[src/rtl/qdec_pkg.sv]
// Shared definitions for the quadrature decoder.
//
// Contents:
//   qdec_state_t : last accepted AB state (S00, S01, S11, S10). The encoding
//                  equals the AB bit pattern, so a sample casts directly.
//   qdec_move_t  : classification of one accepted sample against the state.
//   DIR_UP/DOWN  : values driven on the dir output.
//   FILT_CNT_W   : width of the stable-count filter counter (FILT_LEN <= 15).
//   gray_pos()   : position (0..3) of a state along the up sequence.
//   classify()   : turns (previous, current) into none/up/down/illegal.
package qdec_pkg;

    typedef enum logic [1:0] {
        S00 = 2'b00,
        S01 = 2'b01,
        S11 = 2'b11,
        S10 = 2'b10
    } qdec_state_t;

    typedef enum logic [1:0] {
        MOVE_NONE = 2'd0,
        MOVE_UP   = 2'd1,
        MOVE_DOWN = 2'd2,
        MOVE_ERR  = 2'd3
    } qdec_move_t;

    localparam logic DIR_UP   = 1'b1;
    localparam logic DIR_DOWN = 1'b0;

    localparam int FILT_CNT_W = 4;

    // Gray-to-binary: 00->0, 01->1, 11->2, 10->3.
    function automatic logic [1:0] gray_pos(input qdec_state_t s);
        logic [1:0] v;
        v = s;
        return {v[1], v[1] ^ v[0]};
    endfunction

    // The positional difference modulo 4 tells the move: +1 up, -1 down,
    // 2 means both bits flipped in one sample.
    function automatic qdec_move_t classify(input qdec_state_t prev,
                                            input qdec_state_t cur);
        logic [1:0] d;
        d = gray_pos(cur) - gray_pos(prev);
        case (d)
            2'd0:    return MOVE_NONE;
            2'd1:    return MOVE_UP;
            2'd3:    return MOVE_DOWN;
            default: return MOVE_ERR;
        endcase
    endfunction

endpackage

[src/rtl/qdec_sync_filter.sv]
// Per-channel input conditioning: 2-flop synchronizer, optionally followed
// by a stable-count glitch filter.
//
// Build option: define QDEC_FILTER_EN to include the filter. Without it the
// synchronizer output is passed straight through and no filter logic exists.
//
// Ports:
//   clk  : clock
//   rst  : synchronous active-high reset (clears the filter counter)
//   din  : raw asynchronous input
//   dout : conditioned level
//
// The synchronizer flops are deliberately not reset so that they keep
// tracking the pin during reset; the first sample after reset is then the
// real input level rather than a forced zero.
module qdec_sync_filter
    import qdec_pkg::*;
#(
    parameter int FILT_LEN = 4
) (
    input  logic clk,
    input  logic rst,
    input  logic din,
    output logic dout
);

    logic [1:0] sync_reg;

    always_ff @(posedge clk) begin
        sync_reg <= {sync_reg[0], din};
    end

`ifdef QDEC_FILTER_EN
    localparam logic [FILT_CNT_W-1:0] CNT_LAST = FILT_CNT_W'(FILT_LEN - 1);

    logic [FILT_CNT_W-1:0] cnt_reg;
    logic                  out_reg;

    // The counter runs while the synchronized level differs from the
    // accepted level; any return to the accepted level restarts it. Since
    // the input is one bit, "differs for N cycles" means "stable for N".
    // During reset the accepted level follows the synchronizer so that no
    // stale level is accepted afterwards.
    always_ff @(posedge clk) begin
        if (rst) begin
            cnt_reg <= '0;
            out_reg <= sync_reg[1];
        end else if (sync_reg[1] == out_reg) begin
            cnt_reg <= '0;
        end else if (cnt_reg == CNT_LAST) begin
            cnt_reg <= '0;
            out_reg <= sync_reg[1];
        end else begin
            cnt_reg <= cnt_reg + FILT_CNT_W'(1);
        end
    end

    assign dout = out_reg;
`else
    logic unused_cfg;
    assign unused_cfg = rst & (FILT_LEN > 0);
    assign dout       = sync_reg[1];
`endif

endmodule

[src/rtl/quad_decoder.sv]
// Quadrature decoder: conditions the A/B inputs, tracks the Gray state and
// maintains a signed wrapping position count.
//
// Build option: QDEC_FILTER_EN adds a FILT_LEN-cycle stable filter per
// channel (latency 3+FILT_LEN instead of 3 cycles from pin edge to step).
//
// Ports:
//   clk    : clock
//   rst    : synchronous active-high reset
//   qa_in  : channel A (asynchronous)
//   qb_in  : channel B (asynchronous)
//   hold   : freeze count (step and dir still update)
//   clr    : load count=0 on next edge; beats hold and a same-cycle step
//   step   : one-cycle pulse per valid transition
//   dir    : direction of last valid transition (1=up)
//   count  : CNT_W-bit two's-complement position, wraps
//   err    : sticky illegal double-bit transition flag (cleared by rst only)
module quad_decoder
    import qdec_pkg::*;
#(
    parameter int CNT_W    = 16,
    parameter int FILT_LEN = 4
) (
    input  logic             clk,
    input  logic             rst,
    input  logic             qa_in,
    input  logic             qb_in,
    input  logic             hold,
    input  logic             clr,
    output logic             step,
    output logic             dir,
    output logic [CNT_W-1:0] count,
    output logic             err
);

    logic [1:0] raw_ab;
    logic [1:0] acc_ab;

    assign raw_ab = {qa_in, qb_in};

    for (genvar gi = 0; gi < 2; gi++) begin : g_chan
        qdec_sync_filter #(
            .FILT_LEN(FILT_LEN)
        ) u_sync (
            .clk (clk),
            .rst (rst),
            .din (raw_ab[gi]),
            .dout(acc_ab[gi])
        );
    end

    qdec_state_t      state_reg, state_next;
    logic             first_reg, first_next;
    logic             step_reg, step_next;
    logic             dir_reg, dir_next;
    logic [CNT_W-1:0] count_reg, count_next;
    logic             err_reg, err_next;

    qdec_state_t sample_state;
    qdec_move_t  move;

    assign sample_state = qdec_state_t'(acc_ab);
    assign move         = classify(state_reg, sample_state);

    always_ff @(posedge clk) begin
        if (rst) begin
            state_reg <= S00;
            first_reg <= 1'b1;
            step_reg  <= 1'b0;
            dir_reg   <= 1'b0;
            count_reg <= '0;
            err_reg   <= 1'b0;
        end else begin
            state_reg <= state_next;
            first_reg <= first_next;
            step_reg  <= step_next;
            dir_reg   <= dir_next;
            count_reg <= count_next;
            err_reg   <= err_next;
        end
    end

    always_comb begin
        state_next = state_reg;
        first_next = 1'b0;
        step_next  = 1'b0;
        dir_next   = dir_reg;
        count_next = count_reg;
        err_next   = err_reg;

        if (first_reg) begin
            // The first sample after reset only seeds the state; whatever
            // was in flight before reset is not a transition.
            state_next = sample_state;
        end else begin
            case (move)
                MOVE_UP: begin
                    state_next = sample_state;
                    step_next  = 1'b1;
                    dir_next   = DIR_UP;
                    if (!hold) count_next = count_reg + CNT_W'(1);
                end
                MOVE_DOWN: begin
                    state_next = sample_state;
                    step_next  = 1'b1;
                    dir_next   = DIR_DOWN;
                    if (!hold) count_next = count_reg - CNT_W'(1);
                end
                MOVE_ERR: begin
                    // Direction is unknowable; resync to the new state.
                    state_next = sample_state;
                    err_next   = 1'b1;
                end
                default: ;
            endcase
        end

        if (clr) count_next = '0;
    end

    assign step  = step_reg;
    assign dir   = dir_reg;
    assign count = count_reg;
    assign err   = err_reg;

endmodule
[config.mk]
export PLATFORM = sky130hd
export DESIGN_NAME = quad_decoder
export DESIGN_NICKNAME = d
export VERILOG_FILES = /design/src/rtl/qdec_pkg.sv /design/src/rtl/qdec_sync_filter.sv /design/src/rtl/quad_decoder.sv
export SDC_FILE = /design/constraint.sdc
export NUM_CORES = 1
export LEC_CHECK = 0
export ABC_CLOCK_PERIOD_IN_PS = 3400
export CORE_ASPECT_RATIO = 0.9
export CORE_UTILIZATION = 54
export CTS_BUF_LIST = sky130_fd_sc_hd__clkbuf_4 sky130_fd_sc_hd__clkbuf_8
export DETAILED_ROUTE_END_ITERATION = 8
export GPL_ROUTABILITY_DRIVEN = 0
export HOLD_SLACK_MARGIN = 0.03
export PLACE_DENSITY_LB_ADDON = 0.05
export SLEW_MARGIN = 20
export SYNTH_ARGS = -nofsm -noshare
export SYNTH_HDL_FRONTEND = slang
export SYNTH_SLANG_ARGS = --single-unit
export TNS_END_PERCENT = 20
[constraint.sdc]
create_clock -name clk -period 3.4 [get_ports clk]
set_input_delay 0.68 -clock clk [delete_from_list [all_inputs] [get_ports clk]]
set_output_delay 0.68 -clock clk [all_outputs]
set_load 0.05 [all_outputs]
==> results of run 1 <==
[kinds of logic (layout without fill, tap and decap cells)]
kind of cell	count (synthesis)	in the layout	synth area share, %
and+or+nand+nor	79	79	30.3
muxes	10	10	7.20
adders and majority gates	2	2	1.80
AOI/OAI and AO/OA	25	25	11.6
xor gates and xnor gates	10	10	8.46
buffers and inverters	9	30	3.15
DFF	26	26	37.4
[final timing paths]
path | end | startpoint | depth (start not counted)
setup / recovery | count[11]$_SDFFE_PP0P_ | state_reg[1]$_SDFFE_PP0P_ | 7
hold / removal | g_chan[1].u_sync.sync_reg[1]$_DFF_P_ | g_chan[1].u_sync.sync_reg[0]$_DFF_P_ | 0
hold reg to reg | g_chan[1].u_sync.sync_reg[1]$_DFF_P_ | g_chan[1].u_sync.sync_reg[0]$_DFF_P_ | 0
setup reg to reg | count[11]$_SDFFE_PP0P_ | state_reg[1]$_SDFFE_PP0P_ | 7
[cells in the mapped netlist, drive strengths merged, types with 3 or more instances]
cell type / number / area share [%]
mux2i: 10 / 7.2
clkbuf: 3 / 0.81
or4: 3 / 1.6
and3: 3 / 1.4
nand2: 18 / 4.9
xor2: 4 / 2.5
dfxtp: 26 / 37
nand3: 10 / 3.6
nor3: 4 / 1.4
buf: 5 / 2.1
o32ai: 6 / 3.8
o21ai: 6 / 2.2
xnor2: 4 / 2.5
nor2: 15 / 4.6
a21oi: 9 / 3.2
or3: 16 / 7.6
nor4: 3 / 1.8
[power breakdown]
| group | leakage [µW] | internal [µW] | switching [µW] |
|---|---|---|---|
| clock | 0.0000279 | 119 | 93.0 |
| sequential | 0.000213 | 319 | 14.3 |
| combinational | 0.000368 | 76.0 | 115 |
| total | 0.000609 | 514 | 222 |
[critical path, delay by kind of cell (launching register included)]
kind                       cells  cell delay [ns]
AOI/OAI and AO/OA              1             0.36
xor gates and xnor gates       1             0.21
adders and majority gates      1             0.42
DFF                            1             0.42
muxes                          1             0.22
and+or+nand+nor                3             1.20
[metal layers]
metal | vias to the layer above | global-route usage (%) | routed length, µm | part of all wire (%)
li1 | 629 | - | - | -
met1 | 564 | 31.7 | 1490 | 49
met2 | 38 | 34.9 | 1340 | 44
met3 | 4 | 6.44 | 148 | 4.9
met4 | 0 | 7.92 | 35 | 1.2
met5 | - | 0 | 0 | 0
[layout by cell type, fill, tap and decap left out, types with 3 or more instances in the layout]
cell,n
and3_1,3
or3_1,15
dfxtp_1,26
a21oi_1,9
o32ai_1,6
xnor2_1,4
nand3_1,10
xor2_1,4
or4_1,3
o21ai_0,6
clkbuf_4,3
nand2_1,18
nor3_1,4
clkdlybuf4s50_1,24
nor2_1,14
mux2i_1,10
[through the flow]
stage	power [µW]	setup slack, ns	instances	cell area [µm²]
floorplan	479	0.746	161	1390
global placement	524	0.574	206	1630
detailed placement	527	0.554	206	1630
CTS	739	0.523	210	1690
global route	770	0.227	210	1690
finish	736	0.500	210	1690
[cell type report]
cell class,count,area [µm²],area share [%]
multi-input cells,126,826,49.0
flip-flops and latches,26,520,30.9
repair buffers,25,248,14.7
well taps,28,35.0,2.08
clock inverters,1,30.0,1.78
clock buffers,3,22.5,1.34
inverters,1,3.75,0.223
==> impl_metrics.json, run 1 <==
{
  "die_y_um": 50.1,
  "final_core_util_pct": 68.9,
  "critical_path_required_ns": 3.66,
  "cts_root_buf": "clkbuf_4",
  "drt-initial-drc-count": 35,
  "start_util_pct": 56.8,
  "cts_made_buffers": 3,
  "core_area_um2": 2450,
  "status": "complete, no violations",
  "cts_sinks": 26,
  "fillers": 205,
  "grt_antenna_before_repair": 0,
  "grt_pass1_wl_um": 5040,
  "ctsHoldBuffers": 0,
  "ys_ff_latch": 26,
  "worstPathArrival_ns": 3.16,
  "setup_tns_ns": 0,
  "layout-drive-gt1-share_pct": 7.14,
  "worstSetupStartpointType": "register",
  "reg2reg_slack_ns": 0.50,
  "clkLatencyLatePin_ns": 0.32,
  "dr.pass1.iters": 4,
  "path_cells": "xor2_1 > ha_1 > or3_1 > nor4b_1 > nand3_1 > o32ai_1 > mux2i_1",
  "worstMarginPinSlew_ns": 0.500,
  "syn2layout_area_growth_pct": 21.2,
  "clockBufferDepth": 2,
  "grt_max_degree": 17,
  "die-area_um2": 2780,
  "post-route-period-util_pct": 85.3,
  "synth.net_count": 169,
  "cap_violations": 0,
  "finish.net_count": 191,
  "syn-instance-count": 161,
  "viasPerCell": 5.88,
  "cts_tree": "done",
  "cpPeakStageDelay_ns": 0.58,
  "postCtsSetupBuffers": 0,
  "dp_hpwl_um": 2190,
  "yosysUniqueCellTypes": 34,
  "rsz0062_at_grt": "no",
  "largest_reg_flops": 16,
  "synth.avg_cell_area_um2": 8.63,
  "powerDensity_nw_per_um2": 437,
  "clock_skew_ns": 0.00145,
  "fmax_mhz": 345,
  "synth_edf_count": 0,
  "synth_seq_area_share_pct": 37.4,
  "routed_wl_um": 3020,
  "crit_type": "reg2reg",
  "synth_area_um2": 1390,
  "io_pins": 25,
  "io_buffer_count": 24,
  "crit_path_top_delay_cell": "or3_1",
  "vias": 1235,
  "rows": 17,
  "cp_max_fo": 12,
  "yosys_warnings": 0,
  "die_w_um": 55.5,
  "slew_violations": 0,
  "path_clk_slew_ns": 0.14,
  "overflow": 0,
  "track_usage_pct": 23.1,
  "peakVddDrop_v": 0.000632,
  "ctsResizeCount": 0,
  "grt_pass1_vias": 1087,
  "drtAntennaViolNets": 0,
  "drc": 0,
  "fin_hold_ws_ns": 0.346,
  "ys.flop_type": "dfxtp_1",
  "htree_levels": 1,
  "leakage_uw": 0.000609,
  "holdCritPathClass": "reg2reg",
  "synthArstFlopShare_pct": 0,
  "relSlewSlack_pct": 66.5,
  "hold_viol_final": 0,
  "antenna_cells": 0,
  "crit_path_end_kind": "register",
  "finalSetupViolations": 0,
  "routedWlPerCell_um": 14.4,
  "fin_crit_ns": 2.90
}
Note: power is estimated with default switching activity, not from simulation.
==> inputs of run 2 (changes only) <==
CORE_UTILIZATION = 50   (was 54)
==> run 2 against run 1 <==
- combinational power about the same
- count of clock-buffer cells in the layout unchanged
- core utilization decreased by 2.9 points
- sequential cell count unchanged
- sequential share of layout area unchanged
- sequential power about the same
- die area increased by 7.7%
- setup slack improved by 0.053 ns
- non-clock buffer count unchanged
- fmax increased by 1.8%
- critical endpoint unchanged
- largest cell class unchanged
- largest power group unchanged
==> impl_metrics.json, run 2 (same netlist as run 1, synthesis figures left out) <==
{
  "setup_tns_ns": 0,
  "clkLatencyLatePin_ns": 0.32,
  "routedWlPerCell_um": 15.0,
  "postCtsSetupBuffers": 0,
  "viasPerCell": 6.05,
  "worstPathArrival_ns": 3.11,
  "largest_reg_flops": 16,
  "antenna_cells": 0,
  "path_cells": "xnor2_1 > ha_1 > or3_1 > nor4b_1 > nand3_1 > o32ai_1 > mux2i_1",
  "ctsResizeCount": 0,
  "drtAntennaViolNets": 0,
  "htree_levels": 1,
  "holdCritPathClass": "reg2reg",
  "core_area_um2": 2550,
  "finalWorstSetupSlack_ns": 0.553,
  "io_pins": 25,
  "dp_hpwl_um": 2250,
  "rsz0062_at_grt": "no",
  "drc": 0,
  "final_common_cell": "dfxtp_1",
  "layout-drive-gt1-share_pct": 7.14,
  "register_area_um2": 520,
  "grt_pass1_vias": 1194,
  "clockBufferDepth": 2,
  "cap_violations": 0,
  "status": "complete, no violations",
  "crit_path_end_kind": "register",
  "fillers": 218,
  "multi_input_comb_area_um2": 826,
  "hold_viol_final": 0,
  "fin_area_um2": 1690,
  "drt-initial-drc-count": 87,
  "io_buffer_count": 24,
  "crit_type": "reg2reg",
  "final_cell_mix": "dfxtp_1 (26), clkdlybuf4s50_1 (24), nand2_1 (18), or3_1 (15), nor2_1 (14)",
  "cts_sinks": 26,
  "worstMarginPinSlew_ns": 0.528,
  "cp_max_fo": 12,
  "dr.pass1.iters": 4,
  "syn2layout_area_growth_pct": 21.2,
  "slew_violations": 0,
  "cts_root_buf": "clkbuf_4",
  "fin_crit_ns": 2.85,
  "reg2reg_slack_ns": 0.55,
  "overflow": 0,
  "crit_path_top_delay_cell": "or3_1",
  "peakVddDrop_v": 0.000311,
  "final_core_util_pct": 66.0,
  "leakage_uw": 0.000609,
  "routed_wl_um": 3150,
  "critical_path_required_ns": 3.67,
  "cp_num_buf_inv": 0,
  "path_clk_slew_ns": 0.14,
  "placed_cell_area_um2": 1630,
  "post-route-period-util_pct": 83.7,
  "cpLargestDelayFamily": "simple AND/OR/NAND/NOR gates",
  "die-area_um2": 3000,
  "cpPeakStageDelay_ns": 0.59,
  "clock_skew_ns": 0.00523,
  "finalSetupViolations": 0,
  "grt_antenna_before_repair": 0,
  "relSlewSlack_pct": 64.7,
  "cts_made_buffers": 3,
  "fmax_mhz": 351,
  "grt_max_degree": 17,
  "cts_tree": "done",
  "start_util_pct": 54.5,
  "powerDensity_nw_per_um2": 438,
  "die_w_um": 57.6,
  "fin_hold_ws_ns": 0.356,
  "grt_pass1_wl_um": 5450,
  "rows": 17,
  "track_usage_pct": 23.4,
  "ctsHoldBuffers": 0,
  "finish.net_count": 191,
  "worstSetupStartpointType": "register",
  "vias": 1271,
  "dp_slack_ns": 0.556,
  "die_y_um": 52.0
}
run 2: cell counts in the layout (fill, tap and decap cells not counted):
Identical to the previous run, type by type.
run 2: worst reg2reg max path, cell delays in order (launching register included):
cell	delay, ns
dfxtp_1	0.45
xnor2_1	0.10
ha_1	0.47
or3_1	0.59
nor4b_1	0.40
nand3_1	0.24
o32ai_1	0.34
mux2i_1	0.21
run 2: path summary, 6_finish.rpt:
kind / from / to / cells past startpoint
max: g_chan[1].u_sync.sync_reg[1]$_DFF_P_ / count[11]$_SDFFE_PP0P_ / 7
min: g_chan[0].u_sync.sync_reg[0]$_DFF_P_ / g_chan[0].u_sync.sync_reg[1]$_DFF_P_ / 0
max reg2reg: g_chan[1].u_sync.sync_reg[1]$_DFF_P_ / count[11]$_SDFFE_PP0P_ / 7
min reg2reg: g_chan[0].u_sync.sync_reg[0]$_DFF_P_ / g_chan[0].u_sync.sync_reg[1]$_DFF_P_ / 0
run 2: stage by stage:
| stage | power, µW | cells |
|---|---|---|
| floorplan | 479 | 161 |
| global placement | 525 | 206 |
| detailed placement | 529 | 206 |
| CTS | 742 | 210 |
| global route | 775 | 210 |
| finish | 737 | 210 |
run 2: where the power goes:
group / total (µW) / switching [µW] / leakage, µW / internal, µW
Clock: 213 / 93.3 / 0.0000279 / 119
Combinational: 192 / 115 / 0.000368 / 76.2
Sequential: 333 / 14.7 / 0.000213 / 319
Total: 737 / 223 / 0.000609 / 514
run 2: final cells by class:
class	count	share of cell area [%]
Inverter	1	0.223
Sequential cell	26	30.9
Clock inverter	1	1.78
Clock buffer	3	1.34
Multi-Input combinational cell	126	49.0
Tap cell	28	2.08
Timing Repair Buffer	25	14.7
run 2: per-layer routing:
layer / track usage, % / vias to the layer above / share of wire (%)
met2: 39.1 / 51 / 45
met3: 4.98 / 6 / 6.4
li1: - / 632 / -
met4: 4.07 / 0 / 0.45
met1: 31.3 / 582 / 48
met5: 0 / - / 0
==> inputs of run 3 (changes only) <==
ABC_CLOCK_PERIOD_IN_PS = 2600   (was 3400)
CORE_UTILIZATION = 48   (was 50)
clock period = 2.6 ns   (was 3.4 ns; I/O delays follow)
==> run 3 against run 2 <==
- total power up 36%
- via count increased by 2.0%
- sequential power is 31% higher
- highest routed layer unchanged
- critical path type unchanged
==> impl_metrics.json, run 3 (same netlist as run 1, synthesis figures left out) <==
{
  "placed_cell_area_um2": 1690,
  "hold_viol_final": 0,
  "vias": 1296,
  "fin_area_um2": 1830,
  "antenna_cells": 0,
  "wl_met3_um": 123,
  "cp_max_fo": 6,
  "layout-drive-gt1-share_pct": 17.4,
  "multi_input_comb_area_um2": 892,
  "dr.pass1.iters": 4,
  "cpLargestDelayFamily": "simple AND/OR/NAND/NOR gates",
  "intPower_uw": 698,
  "power.switching_uw": 308,
  "die_y_um": 53.1,
  "clockBufferDepth": 2,
  "cap_violations": 0,
  "die-area_um2": 3120,
  "drc": 0,
  "die_w_um": 58.7,
  "status": "complete, no violations",
  "powerDensity_nw_per_um2": 549,
  "fin_hold_ws_ns": 0.339,
  "overflow": 0,
  "cp.depth": 7,
  "dpl.cell_count": 223,
  "wl_met2_um": 1550,
  "min_from": "g_chan[1].u_sync.sync_reg[0]$_DFF_P_",
  "clkLatencyLatePin_ns": 0.33,
  "finish.net_count": 199,
  "routed.top_layer": "met4",
  "startpoint": "state_reg[0]$_SDFFE_PP0P_",
  "grt_pass1_vias": 1165,
  "worstMarginPinSlew_ns": 0.568,
  "rsz0062_at_grt": "no",
  "drtAntennaViolNets": 0,
  "final_cell_mix": "dfxtp_1 (24), clkdlybuf4s50_1 (24), nand2_1 (17), or3_1 (15), nor2_1 (14)",
  "hold_path_depth": 0,
  "path_clk_slew_ns": 0.14,
  "routedWlPerCell_um": 14.2,
  "fillers": 256,
  "crit_path_end_kind": "register",
  "cp_num_buf_inv": 0,
  "combPwrFrac_pct": 28.7,
  "swShare_pct": 30.6,
  "largest_reg_flops": 16,
  "worst_r2r_path_depth": 7,
  "critical_path_required_ns": 2.86,
  "htree_levels": 1,
  "grt_antenna_before_repair": 0,
  "clkPwrFrac_pct": 28.0,
  "dp_hpwl_um": 2350,
  "cts_root_buf": "clkbuf_4",
  "grt_pass1_wl_um": 5200,
  "worstSetupStartpointType": "register",
  "core_area_um2": 2750,
  "finalSetupViolations": 0,
  "peakVddDrop_v": 0.000385,
  "post-route-period-util_pct": 95.4,
  "path_cells": "xor2_1 > ha_2 > or3_1 > nor4b_1 > nand3_1 > o32ai_1 > mux2i_1",
  "crit_path_top_delay_cell": "or3_1",
  "r2r_start": "state_reg[0]$_SDFFE_PP0P_",
  "cts_sinks": 26,
  "routed_wl_um": 3270,
  "track_usage_pct": 22.2,
  "leakage_uw": 0.000660,
  "cpPeakStageDelay_ns": 0.42,
  "fmax_mhz": 403,
  "register_area_um2": 526,
  "finalNonFillerCells": 230,
  "holdCritPathClass": "reg2reg",
  "drt-initial-drc-count": 27,
  "cts_made_buffers": 3,
  "fin_crit_ns": 2.48,
  "viasPerCell": 5.63,
  "power_frac_seq_pct": 43.2,
  "crit_type": "reg2reg",
  "wl_met1_um": 1560,
  "relSlewSlack_pct": 61.8,
  "io_buffer_count": 24,
  "clock_skew_ns": 0.0122,
  "rows": 18,
  "slew_violations": 0,
  "worstPathArrival_ns": 2.74,
  "start_util_pct": 50.6,
  "syn2layout_area_growth_pct": 31.8,
  "io_pins": 25,
  "cts_tree": "done",
  "grt_max_degree": 17
}
[run 3: worst paths after layout]
kind | endpoint | slack (ns)
hold / removal | g_chan[1].u_sync.sync_reg[1]$_DFF_P_ | 0.34
setup / recovery | count[11]$_SDFFE_PP0P_ | 0.12
hold reg to reg | g_chan[1].u_sync.sync_reg[1]$_DFF_P_ | 0.34
setup reg to reg | count[11]$_SDFFE_PP0P_ | 0.12
[run 3: what timing repair did]
action,in CTS,in global routing
resized for setup,2,10
endpoints found under the setup margin,1,9
hold buffers,0,0
pin swaps,0,3
buffers inserted,0,3
[run 3: metrics by stage]
stage / util (%) / TNS [ns] / worst slack [ns] / power [µW]
finish: 66.7 / 0 / 0.120 / 1010
global route: 66.7 / 0 / 0.00103 / 1060
CTS: 63.9 / -0.0111 / -0.0111 / 1000
detailed placement: 61.5 / 0 / 0.0333 / 714
global placement: 61.5 / 0 / 0.102 / 706
floorplan: - / -0.0135 / -0.0135 / 629
[run 3: layout make-up]
class | count | area share (%)
multi-input cells | 126 | 48.7
flip-flops and latches | 26 | 28.7
repair buffers | 33 | 16.8
well taps | 40 | 2.73
clock inverters | 1 | 1.64
clock buffers | 3 | 1.23
inverters | 1 | 0.205
[run 3: power by group through the flow]
stage	Clock, µW	Combinational (µW)	Sequential (µW)
floorplan	0	151	478
global placement	0	264	442
detailed placement	0	270	443
CTS	291	274	435
global route	310	310	438
finish	282	289	435
[run 3: metal layers]
metal	up-vias	GRT usage, %
met1	625	27.5
met4	0	5.56
met3	4	5.13
met5	-	0
li1	642	-
met2	25	38.6
